### config.mk
export PLATFORM = sky130hd
export DESIGN_NAME = f_event_counter
export DESIGN_NICKNAME = d
export VERILOG_FILES = /design/src/rtl/f_event_counter.sv
export SDC_FILE = /design/constraint.sdc
export NUM_CORES = 1
export LEC_CHECK = 0
export BUFFER_PORTS_ARGS = -buffer_cell sky130_fd_sc_hd__clkbuf_2
export CAP_MARGIN = 5
export CORE_MARGIN = 4
export CORE_UTILIZATION = 45
export DETAILED_ROUTE_END_ITERATION = 10
export PLACE_DENSITY = 0.67
export SLEW_MARGIN = 25
export SYNTH_ARGS = -nofsm -noshare
export SYNTH_HDL_FRONTEND = slang
export SYNTH_SLANG_ARGS = --single-unit
### constraint.sdc
create_clock -name clk -period 1.83 [get_ports clk]
set_input_delay 0.0915 -clock clk [delete_from_list [all_inputs] [get_ports clk]]
set_output_delay 0.0915 -clock clk [all_outputs]
set_load 0.02 [all_outputs]
### src/rtl/f_event_counter.sv
// f_event_counter: synchronises F, rejects short glitches, and counts each qualified rising edge.
module f_event_counter #(
  parameter int CNT_W    = 8,
  parameter int MIN_HIGH = 3
) (
  input  logic             clk,
  input  logic             rst,
  input  logic             f_in,
  input  logic             clr,
  output logic [CNT_W-1:0] count,
  output logic             event_pulse,
  output logic             f_level,
  output logic             overflow
);
  localparam int QW = $clog2(MIN_HIGH + 1);
  typedef enum logic [1:0] {IDLE, QUAL, HIGH} state_t;
  state_t state, nxt;
  logic s1, f_s, fire;
  logic [QW-1:0] qcnt, qnxt;
  wire cnt_max = &count;
  always_ff @(posedge clk) begin
    if (rst) begin
      s1    <= 1'b0;
      f_s   <= 1'b0;
      state <= IDLE;
      qcnt  <= '0;
    end else begin
      s1    <= f_in;
      f_s   <= s1;
      state <= nxt;
      qcnt  <= qnxt;
    end
  end
  always_comb begin
    nxt  = state;
    qnxt = qcnt;
    fire = 1'b0;
    case (state)
      IDLE: if (f_s) begin
        qnxt = QW'(1);
        nxt  = (MIN_HIGH == 1) ? HIGH : QUAL;
        fire = (MIN_HIGH == 1);
      end
      QUAL: if (!f_s) nxt = IDLE;
        else if (qcnt == QW'(MIN_HIGH - 1)) begin
          nxt  = HIGH;
          fire = 1'b1;
        end else qnxt = qcnt + QW'(1);
      HIGH: nxt = f_s ? HIGH : IDLE;
      default: nxt = IDLE;
    endcase
  end
  always_comb f_level = (state == HIGH);
  // A clear coinciding with an event restarts the count at one so the event is kept.
  always_ff @(posedge clk) begin
    if (rst) begin
      count       <= '0;
      overflow    <= 1'b0;
      event_pulse <= 1'b0;
    end else begin
      event_pulse <= fire;
      if (fire) begin
        count    <= clr ? CNT_W'(1) : (cnt_max ? count : count + CNT_W'(1));
        overflow <= clr ? 1'b0 : (overflow | cnt_max);
      end else if (clr) begin
        count    <= '0;
        overflow <= 1'b0;
      end
    end
  end
endmodule

==> metrics, run 1 <==
Setup Crit Path Kind=reg -> reg; number of global-route vias before repair=623; Final Slew Violations=0; Synth-to-Final Area Change=15.5%; DRC=0; placed inst area=923 sq um; CTS Buffer Depth=2; status=finished clean; hold endpoint=s1$_SDFF_PP0_; worst-path fanout max=7; Max Cap Viol=0; sw power=136 uW; slowest stage delay, CP=0.47 ns; unrepaired setup endpoints after global routing=false; final hold violation count=0; fin crit share=0.893; slew margin rel.=0.715; R2R cell count=4; root buffer cell=clkbuf_4; Pwr Density=649 mW/mm^2; layout cells sized above 1=0.224; syn avg cell area=9.13 sq um; WL final=1640 um; clk_skew=0.00309 ns; Die ar.=0.00260 sq mm; RePlAce Congestion=0.857; Worst R2R End=count[3]$_SDFFE_PP0P_; register area share after synthesis=0.386; Seq pwr share=0.574; drt pass-1 iters=4; cts repair resizes=0; FP Rows=15; Min-Delay Path Depth=2; Pint=487 uW; Final Setup Violations=0; DR vias/cell=5.55; leak pwr=0.000375 uW; Post-CTS Setup Repair Bufs=0; routed vias=732; # fillers=170; Clk Latency, worst-skew pair=0.29 ns; Worst-Margin Slew=0.426 ns; cell taking the most area after synthesis=dfxtp_1; Synth Warn #=0; hold_sp=f_in; Hold WC Path Type=in -> reg; Fmax achieved=0.612 GHz; TritonCTS clock tree=yes; first-pass GRT wire length=2730 um; clock power share=0.374; Antenna Diode Count=0; Tot Pwr=623 uW; Post-CTS Hold Fix Bufs=0; hpwl dp=1190 um; I/O Pins=15; R2R setup slack=0.20 ns; post-route cell area=960 sq um; antenna violations before repair=0; Iteration-0 DRC Markers=20; cts bufs inserted=3; Slowest-stage cell, CP=dfxtp_1; Post-DRT Antenna Nets=0; critical path startpoint category=flop; Comb pwr share=0.052; number of port buffers=14; non-filler cells, final=132; setup TNS=0 ns; Die X=51.0 um; cell chain of the critical path=ha_1 -> and4_1 -> a211oi_1 -> a2111oi_2; NumNets Final=118; synth unique cells=38; mapped cell area=831 sq um; r2r startpoint=count[1]$_SDFFE_PP0P_; global route total overflow=0; Sink Count=16; Die Ht=51.0 um; pin count of the biggest net entering global routing=16; initial core utilization=0.476; sw frac=0.218; core area=0.00175 sq mm; Synth area leaders=dfxtp_1 (39%), ha_1 (9.0%), mux2i_1 (4.8%); Gate Count Post-Synth=91; placed instance count=128; clock-pin slew on the worst setup and hold paths=0.09 ns; CTS H-tree depth=1; Worst setup EP type=flop; Synth Net Count=101; Required @ worst endpoint=2.02 ns; total track usage=0.137; crit path DAT=1.83 ns; VDD IR max=0.413 mV; Yosys top cell area share=0.386; routed length per instance=12.4 um; synthesis-stage register bit count=16; crit path time final=1.63 ns
==> cell usage after synthesis <==
library cell	instances
and4_4	1
nor3_1	1
or2_2	1
and2_1	1
and2b_2	1
a21oi_1	4
o311ai_0	1
a41oi_1	1
nand2b_1	1
and3_1	1
dfxtp_1	16
nand4_1	3
nor3b_1	1
nor2_1	3
a211oi_1	1
inv_1	6
nor4_1	2
a2111oi_2	1
a2111oi_1	1
o22ai_1	1
o211a_1	1
or3_1	2
mux2i_1	4
and4_1	1
nand2_1	7
ha_1	6
o211ai_1	2
a31oi_1	2
clkbuf_1	1
a221oi_1	1
buf_2	1
nand3b_1	1
o21ai_0	6
and3_2	1
nor2b_1	2
nand4bb_1	1
nand3_1	3
and3b_2	1
==> power by group through the flow <==
stage	Combinational, uW	Clock (uW)	Sequential [uW]
after floorplan	22.0	0	364
after global placement	32.3	0	365
after detailed placement	32.4	0	365
after CTS	32.5	240	357
after global routing	36.4	254	358
final	32.3	233	357
==> critical path, delay by kind of cell (launching register included) <==
| family | cells | cell delay [ns] |
|---|---|---|
| DFF | 1 | 0.47 |
| adders and majority gates | 1 | 0.26 |
| AOI/OAI and AO/OA | 2 | 0.48 |
| and+or+nand+nor | 1 | 0.33 |
==> per-stage QoR <==
step           setup WS, ns  hold WS (ns)   util
2_1_floorplan         0.236         0.167      -
3_3_place_gp          0.202         0.306  0.529
3_5_place_dp          0.218         0.307  0.529
4_1_cts               0.191       0.00186  0.550
5_1_grt              0.0308       0.00790  0.550
6_report              0.196       0.00338  0.550
==> worst max path at each step <==
stage | endpoint | cells after the start | from
finish | count[3]$_SDFFE_PP0P_ | 4 | count[1]$_SDFFE_PP0P_
global route | count[5]$_SDFFE_PP0P_ | 5 | state[1]$_SDFFE_PP0P_
CTS | count[3]$_SDFFE_PP0P_ | 4 | count[1]$_SDFFE_PP0P_
detailed placement | count[3]$_SDFFE_PP0P_ | 4 | count[1]$_SDFFE_PP0P_
global placement | count[3]$_SDFFE_PP0P_ | 4 | count[0]$_SDFFE_PP0P_
floorplan | count[3]$_SDFFE_PP0P_ | 5 | count[1]$_SDFFE_PP0P_
==> placed cells by master (no fill, tap or decap), types with 2 or more instances in the layout <==
cell,count
nand2_1,7
clkbuf_4,3
a21oi_1,4
inv_1,6
nor2b_1,2
or3_1,2
nand3_1,3
nor2_1,3
a31oi_1,2
o211ai_1,2
o21ai_0,6
mux2i_1,4
ha_1,6
clkbuf_2,14
nor4_1,2
nand4_1,3
dfxtp_1,16
==> registers in the layout, summed over array words and instances, names as in the netlist <==
signal / flops
count: 8
qcnt: 2
state: 2
event_pulse: 1
f_s: 1
overflow: 1
s1: 1
==> cells by family after synthesis <==
family | after synthesis | synth area share
compound gates | 22 | 0.184
fa+ha+maj | 6 | 0.0904
buf+inv | 8 | 0.0376
flops | 16 | 0.386
mux | 4 | 0.0482
simple gates | 35 | 0.255
==> area by class of cell <==
| type | instances | area (sq um) | share of cell area |
|---|---|---|---|
| sequential | 16 | 320 | 0.334 |
| timing repair buffer | 14 | 70.1 | 0.0730 |
| inverter | 6 | 22.5 | 0.0235 |
| clock buffer | 4 | 36.3 | 0.0378 |
| tap | 25 | 31.3 | 0.0326 |
| multi-input combinational | 67 | 479 | 0.499 |
==> metal layers <==
layer,global-route usage,share of wire
met3,0.0437,0.070
met4,0.0538,0.018
met1,0.184,0.49
met2,0.202,0.43
met5,0,0
Power figures use the tool's default switching activity.
==> run 2, diff against run 1 <==
--- a/config.mk
+++ b/config.mk
@@ -7,10 +7,12 @@
 export LEC_CHECK = 0
 export BUFFER_PORTS_ARGS = -buffer_cell sky130_fd_sc_hd__clkbuf_2
 export CAP_MARGIN = 5
+export CORE_ASPECT_RATIO = 0.75
 export CORE_MARGIN = 4
 export CORE_UTILIZATION = 45
 export DETAILED_ROUTE_END_ITERATION = 10
 export PLACE_DENSITY = 0.67
+export SETUP_SLACK_MARGIN = 0.05
 export SLEW_MARGIN = 25
 export SYNTH_ARGS = -nofsm -noshare
 export SYNTH_HDL_FRONTEND = slang
==> metrics, run 2 (synthesis results as in run 1) <==
Die ar.=0.00260 sq mm (+0.28%); Fmax achieved=0.591 GHz (-3.5%); post-route cell area=957 sq um (-0.26%); initial core utilization=0.477 (+0.00137); commonest non-fill, non-tap cell in the layout=dfxtp_1; WL final=1750 um (+6.9%); root buffer cell=clkbuf_4; Die Ht=45.2 um (-11%); Final Slew Violations=0 (unchanged); hpwl dp=1270 um (+7.2%); Max Cap Viol=0 (unchanged); Hold WC Path Type=in -> reg; critical path startpoint category=flop; Iteration-0 DRC Markers=15 (-25%); Slowest-stage cell, CP=nor4_1; unrepaired setup endpoints after global routing=true; core area=0.00174 sq mm (-0.29%); slew margin rel.=0.708 (-0.00686); cell chain of the critical path=inv_1 -> ha_1 -> nand3_1 -> nor4_1 -> mux2i_1; placed inst area=920 sq um (-0.41%); first-pass GRT wire length=3040 um (+11%); TritonCTS clock tree=yes; clock-pin slew on the worst setup and hold paths=0.09 ns (about the same); Synth-to-Final Area Change=15.2%; Worst-Margin Slew=0.436 ns (+0.0103 ns); Post-DRT Antenna Nets=0 (unchanged); Worst setup EP type=flop; Biggest register=count; CTS Buffer Depth=2 (unchanged); DRC=0 (unchanged); Regs by FF count=count: 8 flops, qcnt: 2 flops, state: 2 flops; Final Setup Violations=0 (unchanged); Setup Crit Path Kind=reg -> reg; global route total overflow=0 (unchanged); setup TNS=0 ns (unchanged); Clk Latency, worst-skew pair=0.29 ns (about the same); number of global-route vias before repair=677 (+8.7%); Pwr Density=654 mW/mm^2 (+0.85%); crit path time final=1.69 ns (+0.0592 ns); pin count of the biggest net entering global routing=16 (unchanged); FP Rows=13 (-2); NumNets Final=118 (unchanged); drt pass-1 iters=4 (unchanged); layout cells sized above 1=0.234 (+0.00935); number of port buffers=14 (unchanged); routed vias=733 (+0.14%); CTS H-tree depth=1 (unchanged); total track usage=0.155 (+0.0181); clk_skew=0.000976 ns (-0.00211 ns); Die X=57.6 um (+13%); max reg flops=8 (unchanged); Post-CTS Hold Fix Bufs=0 (unchanged); crit path DAT=1.91 ns (+0.08 ns); cts bufs inserted=3 (unchanged); routed length per instance=13.6 um (+9.4%); commonest cells after routing, fill and taps aside=dfxtp_1 (16), clkbuf_2 (14), nand2_1 (7); R2R setup slack=0.14 ns (-0.06 ns); RePlAce Congestion=0.882 (+2.9%); VDD IR max=0.418 mV (+1.1%); worst-path fanout max=8 (+1); final hold violation count=0 (unchanged); Antenna Diode Count=0 (unchanged); I/O Pins=15 (unchanged); leak pwr=0.000375 uW (about the same); Required @ worst endpoint=2.05 ns (+0.03 ns); antenna violations before repair=0 (unchanged); DR vias/cell=5.68 (+2.5%); slowest stage delay, CP=0.46 ns (about the same); Sink Count=16 (unchanged); fin crit share=0.925 (+0.0324); status=finished clean
[run 2: cell counts in the layout (fill, tap and decap cells not counted)]
No cell type changed its count.
[run 2: worst max-delay path: cells and delay by family, from the launching register on]
family	cells	cell delay, ns
and+or+nand+nor	2	0.67
DFF	1	0.34
adders and majority gates	1	0.28
muxes	1	0.24
buffers and inverters	1	0.08
[run 2: area by class of cell]
| cell class | instances | area (sq um) |
|---|---|---|
| tap | 22 | 27.5 |
| timing repair buffer | 14 | 70.1 |
| multi-input combinational | 67 | 480 |
| inverter | 6 | 22.5 |
| fill | 164 | 783 |
| sequential | 16 | 320 |
| clock buffer | 4 | 36.3 |
[run 2: worst paths after layout]
| kind | startpoint | endpoint | depth (start not counted) |
|---|---|---|---|
| worst min-delay path | f_in | s1$_SDFF_PP0_ | 2 |
| worst min register to register | s1$_SDFF_PP0_ | f_s$_SDFF_PP0_ | 1 |
| worst max register to register | state[1]$_SDFFE_PP0P_ | count[5]$_SDFFE_PP0P_ | 5 |
| worst max-delay path | state[1]$_SDFFE_PP0P_ | count[5]$_SDFFE_PP0P_ | 5 |
[run 2: timing repair]
| action | 4_1_cts | 5_1_grt |
|---|---|---|
| setup endpoints to repair | 0 | 2 |
| resized for setup | 0 | 1 |
| setup buffers | 0 | 0 |
[run 2: power breakdown]
part	switching (uW)	internal, uW
combinational	20.9	13.0
sequential	4.43	353
clock	114	121
total	139	487
[run 2: layer usage]
| layer | GRT usage | wire [um] |
|---|---|---|
| met1 | 0.213 | 929 |
| met2 | 0.216 | 706 |
| met3 | 0.0686 | 107 |
| met4 | 0.0509 | 10 |
| met5 | 0 | 0 |
[run 2: metrics by stage]
stage          std cells   util  total power (uW)  setup slack, ns  hold slack, ns
6_report             129  0.550               626            0.137          0.0120
5_1_grt              129  0.550               655           0.0417          0.0235
4_1_cts              129  0.549               635            0.155          0.0101
3_5_place_dp         125  0.528               399            0.206           0.318
3_3_place_gp         125  0.528               398            0.185           0.308
2_1_floorplan         91      -               386            0.236           0.167
==> run 3, diff against run 2 <==
--- a/config.mk
+++ b/config.mk
@@ -5,7 +5,7 @@
 export SDC_FILE = /design/constraint.sdc
 export NUM_CORES = 1
 export LEC_CHECK = 0
-export BUFFER_PORTS_ARGS = -buffer_cell sky130_fd_sc_hd__clkbuf_2
+export BUFFER_PORTS_ARGS = -buffer_cell sky130_fd_sc_hd__buf_2
 export CAP_MARGIN = 5
 export CORE_ASPECT_RATIO = 0.75
 export CORE_MARGIN = 4
==> metrics, run 3 (synthesis results as in run 1) <==
Required @ worst endpoint=2.01 ns (-0.04 ns); critical path startpoint category=flop; Top delay family on crit path=compound AO/OA/AOI/OAI gates; Post-CTS Setup Repair Bufs=0 (unchanged); Iteration-0 DRC Markers=13 (-2); crit path time final=1.68 ns (-0.0132 ns); Die X=57.6 um (unchanged); Die ar.=0.00260 sq mm (unchanged); Post-CTS Hold Fix Bufs=0 (unchanged); clock power share=0.369 (-0.007); Final Setup Violations=0 (unchanged); Critical path buffers and inverters=0 (-1); Worst-Margin Slew=0.460 ns (+0.0242 ns); number of port buffers=14 (unchanged); Setup Crit Path Kind=reg -> reg; status=finished clean; core area=0.00174 sq mm (unchanged); Clk Latency, worst-skew pair=0.28 ns (about the same); unrepaired setup endpoints after global routing=true; global route total overflow=0 (unchanged); clk_skew=0.00227 ns (+0.00130 ns); fin crit share=0.918 (-0.00722); commonest non-fill, non-tap cell in the layout=dfxtp_1; commonest cells after routing, fill and taps aside=dfxtp_1 (16), buf_2 (14), nand2_1 (7); FP Rows=13 (unchanged); DR vias/cell=5.57 (-1.9%); final hold violation count=0 (unchanged); first-pass GRT wire length=3110 um (+2.1%); Sink Count=16 (unchanged); routed vias=719 (-1.9%); sw frac=0.214 (-0.00862); root buffer cell=clkbuf_4; setup ws final=0.150 ns (+0.0132 ns); slew margin rel.=0.692 (-0.0162); Die Ht=45.2 um (unchanged); cts repair resizes=0 (unchanged); antenna violations before repair=0 (unchanged); Seq pwr share=0.577 (+0.007); leak pwr=0.000385 uW (+2.6%); cell chain of the critical path=ha_1 -> and4_1 -> a211oi_1 -> a2111oi_2; clock-pin slew on the worst setup and hold paths=0.09 ns (about the same); number of global-route vias before repair=669 (-1.2%); drt pass-1 iters=4 (unchanged); hpwl dp=1270 um (-0.65%); NumNets Final=118 (unchanged); CTS H-tree depth=1 (unchanged); worst-path fanout max=7 (-1); # fillers=164 (unchanged); DRC=0 (unchanged); pin count of the biggest net entering global routing=16 (unchanged); Synth-to-Final Area Change=15.8%; initial core utilization=0.477 (unchanged); max reg flops=8 (unchanged); WL final=1780 um (+1.5%); sw power=132 uW (-4.9%); Biggest register=count; crit path DAT=1.86 ns (-0.05 ns); setup TNS=0 ns (unchanged); Fmax achieved=0.595 GHz (+0.79%); Post-DRT Antenna Nets=0 (unchanged); Max Cap Viol=0 (unchanged); Slowest-stage cell, CP=dfxtp_1; Pint=487 uW (about the same); RePlAce Congestion=0.864 (-2.1%); TritonCTS clock tree=yes; VDD IR max=0.548 mV (+31%); routed length per instance=13.8 um (+1.5%); cts bufs inserted=3 (unchanged); slowest stage delay, CP=0.45 ns (about the same); Comb pwr share=0.055 (about the same); total track usage=0.157 (+0.00216); Antenna Diode Count=0 (unchanged); CTS Buffer Depth=2 (unchanged); layout cells sized above 1=0.234 (unchanged); pre-CTS WS=0.210 ns (+0.00326 ns); I/O Pins=15 (unchanged); Pwr Density=644 mW/mm^2 (-1.6%); Worst setup EP type=flop; Regs by FF count=count: 8 flops, qcnt: 2 flops, state: 2 flops; Hold WC Path Type=in -> reg; Final Slew Violations=0 (unchanged)
## run 3: layer usage
layer / track usage / up-vias / part of all wire
li1: - / 374 / -
met1: 0.234 / 330 / 0.54
met2: 0.214 / 13 / 0.40
met3: 0.0514 / 2 / 0.047
met4: 0.0417 / 0 / 0.0067
met5: 0 / - / 0
## run 3: area by class of cell
cell class	instances	area (sq um)	share of cell area
clock buffer	4	36.3	0.0377
inverter	6	22.5	0.0234
multi-input combinational	67	485	0.505
timing repair buffer	14	70.1	0.0728
tap	22	27.5	0.0286
sequential	16	320	0.333
## run 3: power by group through the flow
stage / combinational, uW / sequential (uW) / clock, uW
floorplan: 22.0 / 364 / 0
global placement: 33.0 / 365 / 0
detailed placement: 33.6 / 365 / 0
CTS: 33.7 / 357 / 241
global route: 39.2 / 359 / 255
finish: 33.8 / 357 / 228
## run 3: worst paths after layout
path	from	endpoint	slack (ns)	depth (start not counted)
worst min-delay path	f_in	s1$_SDFF_PP0_	0.01	2
worst min register to register	s1$_SDFF_PP0_	f_s$_SDFF_PP0_	0.45	1
worst max register to register	count[0]$_SDFFE_PP0P_	count[3]$_SDFFE_PP0P_	0.15	4
worst max-delay path	count[0]$_SDFFE_PP0P_	count[3]$_SDFFE_PP0P_	0.15	4
## run 3: stage by stage
step / utilization / total power, uW / cell area [sq um] / instances / hold WS [ns]
after detailed placement: 0.528 / 399 / 920 / 125 / 0.308
after CTS: 0.549 / 631 / 956 / 129 / 0.00121
after global placement: 0.528 / 398 / 920 / 125 / 0.308
after global routing: 0.553 / 653 / 962 / 129 / 0.0185
after floorplan: - / 386 / 831 / 91 / 0.167
final: 0.553 / 619 / 962 / 129 / 0.00954
